--- config.mk ---
export PLATFORM = sky130hd
export DESIGN_NAME = booth_controller
export DESIGN_NICKNAME = d
export VERILOG_FILES = /design/src/rtl/booth_pkg.sv /design/src/rtl/booth_recode.sv /design/src/rtl/booth_controller.sv
export SDC_FILE = /design/constraint.sdc
export NUM_CORES = 1
export LEC_CHECK = 0
export ABC_AREA = 1
export BUFFER_PORTS_ARGS = -buffer_cell sky130_fd_sc_hd__buf_2
export CAP_MARGIN = 0
export CORE_AREA = 2 2 39 41
export CTS_CLUSTER_DIAMETER = 60
export DETAILED_ROUTE_END_ITERATION = 10
export DIE_AREA = 0 0 41 43
export PLACE_DENSITY = 0.6
export SETUP_SLACK_MARGIN = 0.3
export SLEW_MARGIN = 20
export SYNTH_ARGS = -nofsm -noshare
export SYNTH_HDL_FRONTEND = slang
export SYNTH_SLANG_ARGS = --single-unit
--- constraint.sdc ---
create_clock -name clk -period 1.4 [get_ports clk]
set_input_delay 0.07 -clock clk [delete_from_list [all_inputs] [get_ports clk]]
set_output_delay 0.07 -clock clk [all_outputs]
set_load 0.05 [all_outputs]
--- src/rtl/booth_pkg.sv ---
`default_nettype none
// ============================================================================
// Module  : booth_pkg
// Purpose : Shared encodings for the radix-4 Booth controller.
//           These are the datapath command codes (sig), the ALU op codes and
//           the controller state enumeration.
// Options : none (see booth_controller for BOOTH_PERF_EN)
// Revision: 1.0 - initial release
// ============================================================================
package booth_pkg;

    // Datapath command bus encodings (3 bits)
    localparam logic [2:0] SIG_ALU   = 3'b000;  // 0aa, aa = ALU op
    localparam logic [2:0] SIG_LOAD  = 3'b100;
    localparam logic [2:0] SIG_SHIFT = 3'b101;  // shift right by 2, decrement cnt
    localparam logic [2:0] SIG_NOP   = 3'b110;
    localparam logic [2:0] SIG_DONE  = 3'b111;

    // ALU op codes carried in sig[1:0] when sig[2] == 0
    localparam logic [1:0] ALU_ADD  = 2'b00;    // +M
    localparam logic [1:0] ALU_SUB  = 2'b01;    // -M
    localparam logic [1:0] ALU_ADD2 = 2'b10;    // +2M
    localparam logic [1:0] ALU_SUB2 = 2'b11;    // -2M

    typedef enum logic [2:0] {
        ST_IDLE  = 3'd0,
        ST_LOAD  = 3'd1,
        ST_EVAL  = 3'd2,
        ST_ALU   = 3'd3,
        ST_SHIFT = 3'd4,
        ST_DONE  = 3'd5
    } state_e;

endpackage : booth_pkg
`default_nettype wire

--- src/rtl/booth_recode.sv ---
`default_nettype none
// ============================================================================
// Module  : booth_recode
// Purpose : Combinational radix-4 Booth recoder.
//           Maps the triple {b1, b0, b-1} to a skip flag and an ALU op.
// Ports   : i_triple [2:0] - Booth triple {mplier[1:0], pl}
//           o_skip         - 1 when the digit is zero (000, 111, or unknown)
//           o_op     [1:0] - ALU op, valid when o_skip == 0
// Options : none
// Revision: 1.0 - initial release
// ============================================================================
module booth_recode
    import booth_pkg::*;
(
    input  logic [2:0] i_triple,
    output logic       o_skip,
    output logic [1:0] o_op
);

    // Any triple outside the listed codes (including X/Z) falls into the
    // default branch and is treated as a zero digit.
    always_comb begin
        o_skip = 1'b1;
        o_op   = ALU_ADD;
        case (i_triple)
            3'b001, 3'b010: begin o_skip = 1'b0; o_op = ALU_ADD;  end
            3'b011:         begin o_skip = 1'b0; o_op = ALU_ADD2; end
            3'b100:         begin o_skip = 1'b0; o_op = ALU_SUB2; end
            3'b101, 3'b110: begin o_skip = 1'b0; o_op = ALU_SUB;  end
            default:        begin o_skip = 1'b1; o_op = ALU_ADD;  end
        endcase
    end

endmodule : booth_recode
`default_nettype wire

--- src/rtl/booth_controller.sv ---
`default_nettype none
// ============================================================================
// Module  : booth_controller
// Purpose : Control FSM for a radix-4 Booth multiplier datapath.
//           Issues load, recoded ALU ops and shift/decrement commands until
//           the datapath counter reaches zero, then pulses done.
// Ports   : clk, rst        - clock, synchronous active-high reset
//           start           - request a multiply (sampled in IDLE only)
//           status [2:0]    - Booth triple {mplier[1:0], pl}
//           cnt [CNT_W-1:0] - datapath iteration counter
//           sig [2:0]       - registered datapath command
//           busy            - high from LOAD through DONE
//           done            - one-cycle completion pulse
//           cycles [7:0]    - (BOOTH_PERF_EN only) LOAD..DONE cycle count
//                             of the last completed multiply
// Options : BOOTH_PERF_EN - adds the cycles output and its counter
// Revision: 1.0 - initial release
// ============================================================================
module booth_controller
    import booth_pkg::*;
#(
    parameter int CNT_W = 8
) (
    input  logic             clk,
    input  logic             rst,
    input  logic             start,
    input  logic [2:0]       status,
    input  logic [CNT_W-1:0] cnt,
    output logic [2:0]       sig,
    output logic             busy,
    output logic             done
`ifdef BOOTH_PERF_EN
    ,
    output logic [7:0]       cycles
`endif
);

    localparam logic [2:0] S_IDLE  = ST_IDLE;
    localparam logic [2:0] S_LOAD  = ST_LOAD;
    localparam logic [2:0] S_EVAL  = ST_EVAL;
    localparam logic [2:0] S_ALU   = ST_ALU;
    localparam logic [2:0] S_SHIFT = ST_SHIFT;
    localparam logic [2:0] S_DONE  = ST_DONE;

    logic [2:0] r_state;
    logic [2:0] w_state_next;
    logic [2:0] r_sig;
    logic [2:0] w_sig_next;
    logic       r_busy;
    logic       r_done;
    logic       w_skip;
    logic [1:0] w_op;

    booth_recode u_recode (
        .i_triple (status),
        .o_skip   (w_skip),
        .o_op     (w_op)
    );

    // Next state and the command that goes with it. Outputs are registered
    // from the next state so sig always reflects the state being entered.
    // The recoded op is captured straight into the sig register on the
    // EVAL->ALU edge, so no separate op latch is needed.
    always_comb begin
        w_state_next = r_state;
        w_sig_next   = SIG_NOP;
        case (r_state)
            S_IDLE: begin
                if (start) begin
                    w_state_next = S_LOAD;
                    w_sig_next   = SIG_LOAD;
                end
            end
            S_LOAD: begin
                w_state_next = S_EVAL;
                w_sig_next   = SIG_NOP;
            end
            S_EVAL: begin
                if (cnt == '0) begin
                    w_state_next = S_DONE;
                    w_sig_next   = SIG_DONE;
                end else if (w_skip) begin
                    w_state_next = S_SHIFT;
                    w_sig_next   = SIG_SHIFT;
                end else begin
                    w_state_next = S_ALU;
                    w_sig_next   = {1'b0, w_op};
                end
            end
            S_ALU: begin
                w_state_next = S_SHIFT;
                w_sig_next   = SIG_SHIFT;
            end
            S_SHIFT: begin
                w_state_next = S_EVAL;
                w_sig_next   = SIG_NOP;
            end
            S_DONE: begin
                w_state_next = S_IDLE;
                w_sig_next   = SIG_NOP;
            end
            default: begin
                w_state_next = S_IDLE;
                w_sig_next   = SIG_NOP;
            end
        endcase
    end

    always_ff @(posedge clk) begin
        if (rst) begin
            r_state <= S_IDLE;
            r_sig   <= SIG_NOP;
            r_busy  <= 1'b0;
            r_done  <= 1'b0;
        end else begin
            r_state <= w_state_next;
            r_sig   <= w_sig_next;
            r_busy  <= (w_state_next != S_IDLE);
            r_done  <= (w_state_next == S_DONE);
        end
    end

    assign sig  = r_sig;
    assign busy = r_busy;
    assign done = r_done;

`ifdef BOOTH_PERF_EN
    logic [7:0] r_perf;
    logic [7:0] r_cycles;
    logic [7:0] w_perf_next;

    // The count includes the current cycle: LOAD restarts at 1 and every
    // later busy cycle adds one, so the value seen in DONE covers LOAD..DONE.
    always_comb begin
        if (r_state == S_LOAD) begin
            w_perf_next = 8'd1;
        end else if (r_perf != 8'hFF) begin
            w_perf_next = r_perf + 8'd1;
        end else begin
            w_perf_next = r_perf;
        end
    end

    always_ff @(posedge clk) begin
        if (rst) begin
            r_perf   <= 8'd0;
            r_cycles <= 8'd0;
        end else begin
            if (r_busy) begin
                r_perf <= w_perf_next;
            end
            if (r_state == S_DONE) begin
                r_cycles <= w_perf_next;
            end
        end
    end

    assign cycles = r_cycles;
`endif

endmodule : booth_controller
`default_nettype wire

Yosys cells after proc, flatten, opt, wreduce, memory -nomap -nowiden:

Index checks and enable logic that the tools add are counted.

* reduce and logical (&&, ||, !) cells: 6
* equality and inequality tests: 11
* mux-type cells: 9

Operators with widths (number)
* 3-bit equality test, second input constant: 5
* 3-bit two-way mux: 5
* 3-bit by 2-bit equality test with 1-bit output, second input constant: 4
* 3-bit one-hot mux with 4 select lines: 1
* 3-bit one-hot mux with 3 select lines: 1
* 8-bit zero test: 1
* 3-bit by 1-bit equality test with 1-bit output, second input constant: 2
* 2-bit one-hot mux with 3 select lines: 1
* 6-bit OR reduction: 1
* 2-bit OR reduction: 2
* 3-bit zero test: 1
* 3-bit nonzero test: 1
* 2-bit two-way mux: 1

* flip-flop bits (word level): 8
* output and inout port bits: 5
* logic and storage cells: 30
* input bits: 14

Longest topological paths before layout:

Gate-level depths: netlist of the first run.

* word-level depth: 6
* gate-level depth with buffers: 9
* mapped depth without buffers: 9

Modules after synthesis:

From an unflattened synthesis of the first run, not the netlist that was laid out.

* cells, all modules: 65
* area total of the unflattened synthesis: 465.4 um^2

By module, submodules not included
* booth_controller: area an instance 429.2 um^2, seq. area each 160.2 um^2, instances 1, cells each 57
* booth_recode: area an instance 36.3 um^2, seq. area each 0.0 um^2, instances 1, cells each 8

Worst setup path before layout of the first run:

Ideal clock, no wire load.

* path kind: register to register
* start point: reg r_state[1]
* end point: reg r_sig[1], in the netlist sig[1]
* setup slack: 0.426 ns
* buffers on the path: 0
* data arrival time: 0.849 ns
* period minus slack after synthesis: 0.974 ns
* library setup time: 0.125 ns
* cell stages (with the launch flop): 6
* required time: 1.275 ns
* path through: dfxtp_1 inv_1 nor3_1 inv_1 o21ai_0 nand3_1

* longest elaborated chain between the ends: 2
* elaborated cells between the ends (all ways): 4
* classes of those cells: 2 x eq/ne; 1 x mux; 1 x reduce/logical

Ends and longest elaborated chain
* start, declared: RTL line booth_controller.sv:45 `logic [2:0] r_state;`
* start signal, assigned: RTL line booth_controller.sv:116 `r_state <= w_state_next;`
* 3-bit by 2-bit equality test with 1-bit output or 3-bit zero test (tied branches): RTL line booth_controller.sv:67 `case (r_state)`
* 3-bit one-hot mux with 3 select lines (*): RTL line booth_controller.sv:67
* end signal, assigned: RTL line booth_controller.sv:117 `r_sig <= w_sig_next;`
* end, declared: RTL line booth_controller.sv:47 `logic [2:0] r_sig;`

Mark *: on every way between the ends. The rest lies on a longest branch, timed or not.
A chain may end at the register's enable or synchronous reset.

Worst setup path in the final report of the first run:

* start point: reg r_state[0]
* end point: reg r_busy, in the netlist busy

* longest elaborated chain between the ends: 4
* elaborated cells between the ends (all ways): 9
* classes of those cells: 4 x eq/ne; 2 x mux; 3 x reduce/logical

Ends and longest elaborated chain
* 3-bit equality test or 3-bit by 1-bit equality test with 1-bit output (tied branches): RTL line booth_controller.sv:67
* 2-bit OR reduction (no source line)
* 3-bit one-hot mux with 4 select lines (*): RTL line booth_controller.sv:67
* 3-bit nonzero test (*): RTL line booth_controller.sv:118 `r_busy <= (w_state_next != S_IDLE);`
* end signal, assigned: RTL line booth_controller.sv:118
* end, declared: RTL line booth_controller.sv:49 `logic r_busy;`

Marked as above.

==> impl_metrics.csv, run 1 <==
group,metric,value,unit
status,status,"complete, no violations",
global_routing,largest_net_degree_at_the_start_of_global_routing,7,
cells_and_area,mostFrequentLayoutCell,"inv_1",
synth,synth_sequential_area_ratio,0.3710,
global_routing,grt_use_total,0.1176,
min_path,hold_class,"input port to register",
cts,cts_root_buffer,"clkbuf_4",
drt,drt_first_pass_iters,4,
power_and_ir_drop,power.density,1031,nW/µm²
sta,fin_tns_setup,0,ns
sta,finalCritPeriodShare,0.7470,
cells_and_area,final_standard_cell_count_with_taps_included_and_fillers_excluded,105,
setup_path,crit_path_top_delay_cell,"dfxtp_2",
placed_design,gpl.final_weighted_congestion,0.7412,
sta,hold_ws,0.09847,ns
cts,htree_levels,1,
placed_design,numPortBuffers,18,
global_routing,via_count_of_the_first_global_routing_pass,395,
drt,dr_total_vias,445,
placed_design,placed_cells_incl_taps,101,
setup_path,worst_setup_path_startpoint,"r_state[0]$_SDFF_PP0_",
power_and_ir_drop,total_power,0.6087,mW
synth,synthesis.nets,81,
setup_path,crit_path_end_kind,"register",
cts,worst_setup_hold_path_clk_slew,0.05,ns
cells_and_area,multi_input_comb_area,217.7,µm²
setup_path,crit_path_max_fanout,4,
setup_path,r2r-start,"r_state[0]$_SDFF_PP0_",
synth,synthCells,67,
cells_and_area,finalCoreUtilization,0.4268,
cells_and_area,flow.area_growth_from_synthesis,36.81,%
global_routing,globalRouteOverflowTotal,0,
die,std_cell_rows,14,
sta,fin_skew,0.003515,ns
setup_path,endpoint,"busy$_SDFF_PP0_",
die,floorplan.die_area,1763,µm²
power_and_ir_drop,internal-power,0.4103,mW
global_routing,grt_first_pass_wirelength,1373,µm
setup_path,r2r_end,"busy$_SDFF_PP0_",
setup_path,crit_required,1.59,ns
sta,fmax,956.2,MHz
sta,finalHoldViolCount,0,
cells_and_area,layout.cells.most_common_list,"19 x inv_1, 18 x buf_2, 15 x nand2_1",
flow_run,maxCapViolations,0,
synth,synth.distinct_cells,15,
power_and_ir_drop,comb_power_share,0.301,
setup_path,critPathLaunchType,"register",
power_and_ir_drop,vdd_ir_drop_max,0.4176,mV
sta,timing.slew.headroom,0.8354,
sta,worst_margin_slew,0.2486,ns
cells_and_area,filler_cell_count,158,
setup_path,cp_top_family,"simple AND/OR/NAND/NOR gates",
synth,synthesis.yosys.warnings,0,
cts,cts_tree,"yes",
sta,setup_viol,0,
setup_path,crit_type,"register to register",
sta,setup_repair_after_global_routing_missed_its_margin,"no",
sta,finalCriticalPeriod,1.046,ns
synth,ys_seq_elements,8,
cells_and_area,final_area,590.6,µm²
synth,synth_largest_area_cell,"dfxtp_1",
cts,ctsLongestPathBuffers,2,
setup_path,cp_num_cells,6,
power_and_ir_drop,total_switching_power,0.1984,mW
cts,cts_inserted_buffers,3,
cells_and_area,final_layout_size_suffix_gt1_frac,0.3820,
cts,insertion_delay,0.25,ns
die,initial_core_util,0.3119,
die,die_x_extent,41,µm
drt,drt.antenna.violating_nets,0,
power_and_ir_drop,seqPwrFrac,0.422,
setup_path,ff2ff_path_depth,6,
drt,drt-initial-drc-count,6,
global_routing,antenna_found_initial,0,
drt,routed_length_per_instance,7.914,µm
cts,clock-sinks,8,
placed_design,dpl-instance-area,541.8,µm²
setup_path,r2r_setup_slack,0.35,ns
die,dieHeight,43,µm
placed_design,dp_slack,0.3311,ns
setup_path,crit_chain,"or2_4 -> nor2_4 -> nand3_2 -> nand2_1 -> nand2_2 -> nand3_2",
die,floorplan.io_pins,19,
cts,cts_hold_buffers,0,
cells_and_area,fin_nets,105,
placed_design,detailed_place_hpwl,679.4,µm
setup_path,worst-path-buf-inv,0,
die,core_area,1384,µm²
sta,final_max_slew_viol_count,0,
drt,vias_per_cell,4.238,
drt,drc,0,
cells_and_area,num_antenna_cells,0,
synth,post_synth.cell_area_avg,6.443,µm²
synth,syn_area,431.7,µm²
synth,fraction_of_post_synthesis_cell_area_in_the_top_cell_type_by_area,0.3710,
power_and_ir_drop,power.switching_fraction,0.3259,
power_and_ir_drop,p_leak,0.3550,nW
power_and_ir_drop,share_clk_of_total_power,0.276,
sta,finalWorstSetupSlack,0.3542,ns
cells_and_area,register_area,161.4,µm²
drt,finalWirelength,831,µm
setup_path,cp.arrival,1.24,ns
synth,netlist_top_cells_area,"dfxtp_1 37%, inv_1 17%, nand2_1 16%",
setup_path,critical-path-max-stage-delay,0.32,ns
setup_path,timing.critical_path.mode_cell,"nand3_2",
[worst min-delay path by stage]
| stage | startpoint | end | slack (ns) | cells past startpoint |
|---|---|---|---|---|
| detailed placement | rst | sig[2]$_SDFF_PP1_ | 0.37 | 3 |
| CTS | rst | sig[2]$_SDFF_PP1_ | 0.10 | 3 |
| global route | start | sig[1]$_SDFF_PP1_ | 0.12 | 4 |
| global placement | start | sig[1]$_SDFF_PP1_ | 0.37 | 4 |
| floorplan | rst | sig[2]$_SDFF_PP1_ | 0.22 | 2 |
| finish | rst | sig[2]$_SDFF_PP1_ | 0.1 | 3 |
[what timing repair did]
action	in CTS	in global routing
gates resized for setup	0	6
endpoints found under the setup margin	0	7
buffers inserted	0	1
[cell type report]
type,instances,share of cell area
repair buffers,19,0.1653
multi-input cells,40,0.3686
clock buffers,3,0.03814
inverters,19,0.1208
flip-flops and latches,8,0.2733
well taps,16,0.03390
[state kept, by name, indices dropped and copies added (netlist names)]
name     flops
r_state      3
done         1
sig          3
busy         1
[routing by layer]
| layer | vias up | global-route usage | wire [µm] |
|---|---|---|---|
| met5 | - | 0 | 0 |
| met4 | 0 | 0.04000 | 6 |
| met3 | 2 | 0.07853 | 64 |
| met2 | 11 | 0.1938 | 461 |
| met1 | 188 | 0.1097 | 299 |
| li1 | 244 | - | - |
[synth_stat cells (all sizes together)]
cell type / instances
inv: 19
nand2: 18
dfxtp: 8
nor2: 8
nand3: 5
o21ai: 4
a21oi: 1
a31oi: 1
nand4: 1
nor3: 1
or2: 1
[cell families (layout without fill, tap and decap cells)]
group,after synthesis,after routing,synth area share
AO/OA/AOI/OAI,6,6,0.08115
buffers and inverters,19,41,0.1652
flip-flops,8,8,0.3710
AND/OR/NAND/NOR,34,34,0.3826
[power by group through the flow]
stage | combinational, mW | sequential (mW) | clock (mW)
6_report | 0.183 | 0.257 | 0.168
4_1_cts | 0.173 | 0.256 | 0.178
3_3_place_gp | 0.171 | 0.260 | 0
5_1_grt | 0.204 | 0.259 | 0.192
3_5_place_dp | 0.172 | 0.261 | 0
2_1_floorplan | 0.0782 | 0.307 | 0
[tightest hold or removal path: stages]
cell	delay [ns]
buf_2	0.11
nor3_2	0.05
nand4_1	0.08
Note: power is estimated with default switching activity, not from simulation.
==> run 2: changes to the inputs <==
--- a/config.mk
+++ b/config.mk
@@ -5,14 +5,14 @@
 export SDC_FILE = /design/constraint.sdc
 export NUM_CORES = 1
 export LEC_CHECK = 0
-export ABC_AREA = 1
+export ABC_AREA = 0
 export BUFFER_PORTS_ARGS = -buffer_cell sky130_fd_sc_hd__buf_2
 export CAP_MARGIN = 0
 export CORE_AREA = 2 2 39 41
 export CTS_CLUSTER_DIAMETER = 60
 export DETAILED_ROUTE_END_ITERATION = 10
 export DIE_AREA = 0 0 41 43
-export PLACE_DENSITY = 0.6
+export PLACE_DENSITY = 0.56
 export SETUP_SLACK_MARGIN = 0.3
 export SLEW_MARGIN = 20
 export SYNTH_ARGS = -nofsm -noshare
==> constraint.sdc (replaced) <==
create_clock -name clk -period 1 [get_ports clk]
set_input_delay 0.05 -clock clk [delete_from_list [all_inputs] [get_ports clk]]
set_output_delay 0.05 -clock clk [all_outputs]
set_load 0.05 [all_outputs]
==> run 2 against run 1 <==
  * Via count is 1.1% lower
  * Core utilization grew 11 points
  * Non-clock buffer count up 9
  * Clock skew rose by 0.0017 ns
  * Critical path depth fell by 3
  * Largest power group unchanged
  * Area after synthesis decreased by 12%
  * Final cell count fell by 16%
  * Sequential power rose by 49%
  * Sequential cell count unchanged
  * Sequential share of layout area decreased by 3.4 points
  * Worst hold slack got worse by 0.067 ns
==> impl_metrics.csv, run 2 <==
group,metric,value,unit
die,initial_core_util,0.2731,
synth,synthesis.yosys.warnings,0,
synth,synth.cells.most_frequent,"8 x dfxtp_1, 7 x nor2_1, 5 x nand2_1, 3 x nor3_1",
cts,ctsLongestPathBuffers,2,
synth,synth_top_family_by_area,"simple AND/OR/NAND/NOR gates",
global_routing,grt_use_total,0.1407,
die,dieHeight,43,µm
synth,synth-simple-area-share,0.3510,
global_routing,antenna_found_initial,0,
drt,met2_layer_wire_length_in_the_routed_design,571,µm
cells_and_area,final_area,743.2,µm²
sta,timing.slew.headroom,0.7828,
sta,worst_margin_slew,0.3239,ns
drt,finalWirelength,1038,µm
drt,drt_first_pass_iters,4,
sta,final_max_slew_viol_count,0,
synth,synthCells,42,
cts,cts_hold_buffers,0,
setup_path,crit_type,"register to register",
synth,netlist_top_cells_area,"dfxtp_1 42%, nor2_1 7.0%, nor4_2 6.6%",
synth,async_reset_ff_frac,0,
synth,synth_largest_area_cell,"dfxtp_1",
power_and_ir_drop,p_leak,0.2975,nW
die,floorplan.die_area,1763,µm²
setup_path,cp.arrival,1.03,ns
sta,setup_viol,0,
cts,htree_levels,1,
setup_path,crit_required,1.14,ns
drt,drc,0,
synth,synth_sequential_area_ratio,0.4238,
cts,clock-sinks,8,
synth,synthMostInstantiatedCell,"dfxtp_1",
global_routing,via_count_of_the_first_global_routing_pass,423,
synth,ys_dominant_reg_cell,"dfxtp_1",
die,core_area,1384,µm²
power_and_ir_drop,vdd_ir_drop_max,0.4612,mV
placed_design,numPortBuffers,18,
drt,vias_per_cell,5.000,
synth,post_synth.cell_area_avg,8.997,µm²
sta,fin_skew,0.005205,ns
setup_path,critPathLaunchType,"register",
flow_run,maxCapViolations,0,
cts,cts_tree,"yes",
placed_design,detailed_place_hpwl,643.1,µm
synth,yosys-mux-area-fraction,0,
sta,fmax,1125,MHz
global_routing,largest_net_degree_at_the_start_of_global_routing,8,
drt,routedLengthMet1,375,µm
drt,met3_wirelength,58,µm
cells_and_area,flow.area_growth_from_synthesis,96.69,%
synth,synth_xor_area_frac,0.02318,
die,die_x_extent,41,µm
synth,synth_compound_area_frac,0.1358,
placed_design,gpl.final_weighted_congestion,0.7291,
global_routing,grt_first_pass_wirelength,1566,µm
cts,cts_inserted_buffers,3,
drt,routed_length_per_instance,11.80,µm
power_and_ir_drop,power.density,1304,nW/µm²
cells_and_area,num_antenna_cells,0,
synth,synth.distinct_cells,21,
drt,dr_total_vias,440,
synth,syn_area,377.9,µm²
drt,maxUsedRoutingLayer,"met4",
cts,insertion_delay,0.25,ns
setup_path,crit_path_end_kind,"register",
sta,finalCriticalPeriod,0.8887,ns
setup_path,crit_path_max_fanout,7,
drt,drt-initial-drc-count,2,
synth,fraction_of_post_synthesis_cell_area_in_the_top_cell_type_by_area,0.4238,
status,status,"complete, no violations",
cells_and_area,fin_nets,87,
cells_and_area,layout.cells.most_common_list,"13 x buf_2, 7 x buf_4, 5 x dfxtp_2, 5 x buf_8",
global_routing,globalRouteOverflowTotal,0,
die,std_cell_rows,14,
synth,synthesis.nets,56,
cells_and_area,filler_cell_count,138,
sta,finalHoldViolCount,0,
cts,worst_setup_hold_path_clk_slew,0.06,ns
sta,setup_repair_after_global_routing_missed_its_margin,"yes",
synth,ys_seq_elements,8,
cells_and_area,mostFrequentLayoutCell,"buf_2",
synth,yosys.area_share.adder,0,
min_path,hold_class,"input port to register",
sta,finalCritPeriodShare,0.8887,
cells_and_area,final_layout_size_suffix_gt1_frac,0.7778,
cts,cts_root_buffer,"clkbuf_4",
synth,synth-edff-count,0,
drt,drt.antenna.violating_nets,0,
die,floorplan.io_pins,19,
power_and_ir_drop,total_power,0.9694,mW
placed_design,dpl-instance-area,546.8,µm²
==> run 2: critical path: stages (launching register included) <==
cell,delay (ns)
dfxtp_4,0.42
xnor2_2,0.13
nor3_2,0.06
a31o_1,0.17
==> run 2: worst paths after layout <==
kind	startpoint	end	slack (ns)	cells after the start
max reg2reg	r_state[0]$_SDFF_PP0_	r_state[1]$_SDFF_PP0_	0.11	3
max	r_state[0]$_SDFF_PP0_	r_state[1]$_SDFF_PP0_	0.11	3
min	rst	busy$_SDFF_PP0_	0.03	2
min reg2reg	r_state[1]$_SDFF_PP0_	sig[2]$_SDFF_PP1_	0.56	2
==> run 2: metal layers <==
layer	vias up	GRT usage
met5	-	0
met4	0	0.1000
met3	5	0.04712
met2	20	0.2281
met1	199	0.1387
li1	216	-
==> run 2: where the power goes <==
part	internal (mW)	switching [mW]
Clock	0.153	0.109
Combinational	0.166	0.159
Sequential	0.348	0.0357
Total	0.667	0.303
==> run 2: cell families after synthesis <==
family | after synthesis
compound gates | 7
xor+xnor | 1
buf+inv | 2
flops | 8
simple gates | 24
==> run 2: per-stage QoR <==
step	setup WS [ns]	util	hold slack, ns	setup TNS, ns	std cells
after floorplan	0.1381	-	0.1260	0	42
after global placement	-0.003792	0.3951	0.2810	-0.003792	79
after detailed placement	-0.01597	0.3951	0.2864	-0.01597	79
after CTS	0.1240	0.5054	0.01237	0	88
after global routing	0.08379	0.5371	0.02038	0	88
final	0.1113	0.5371	0.03147	0	88
==> run 2: cell type report <==
class | instances | area, µm² | share of cell area
repair buffers | 28 | 226.5 | 0.3047
multi-input cells | 32 | 292.8 | 0.3939
clock buffers | 4 | 26.28 | 0.03535
flip-flops and latches | 8 | 177.7 | 0.2391
well taps | 16 | 20.02 | 0.02694
==> run 2: repair_timing <==
item / 4_1_cts / 5_1_grt
endpoints found under the setup margin: 13 / 13
buffers inserted: 5 / 0
resized for setup: 29 / 10
pin swaps: 7 / 4
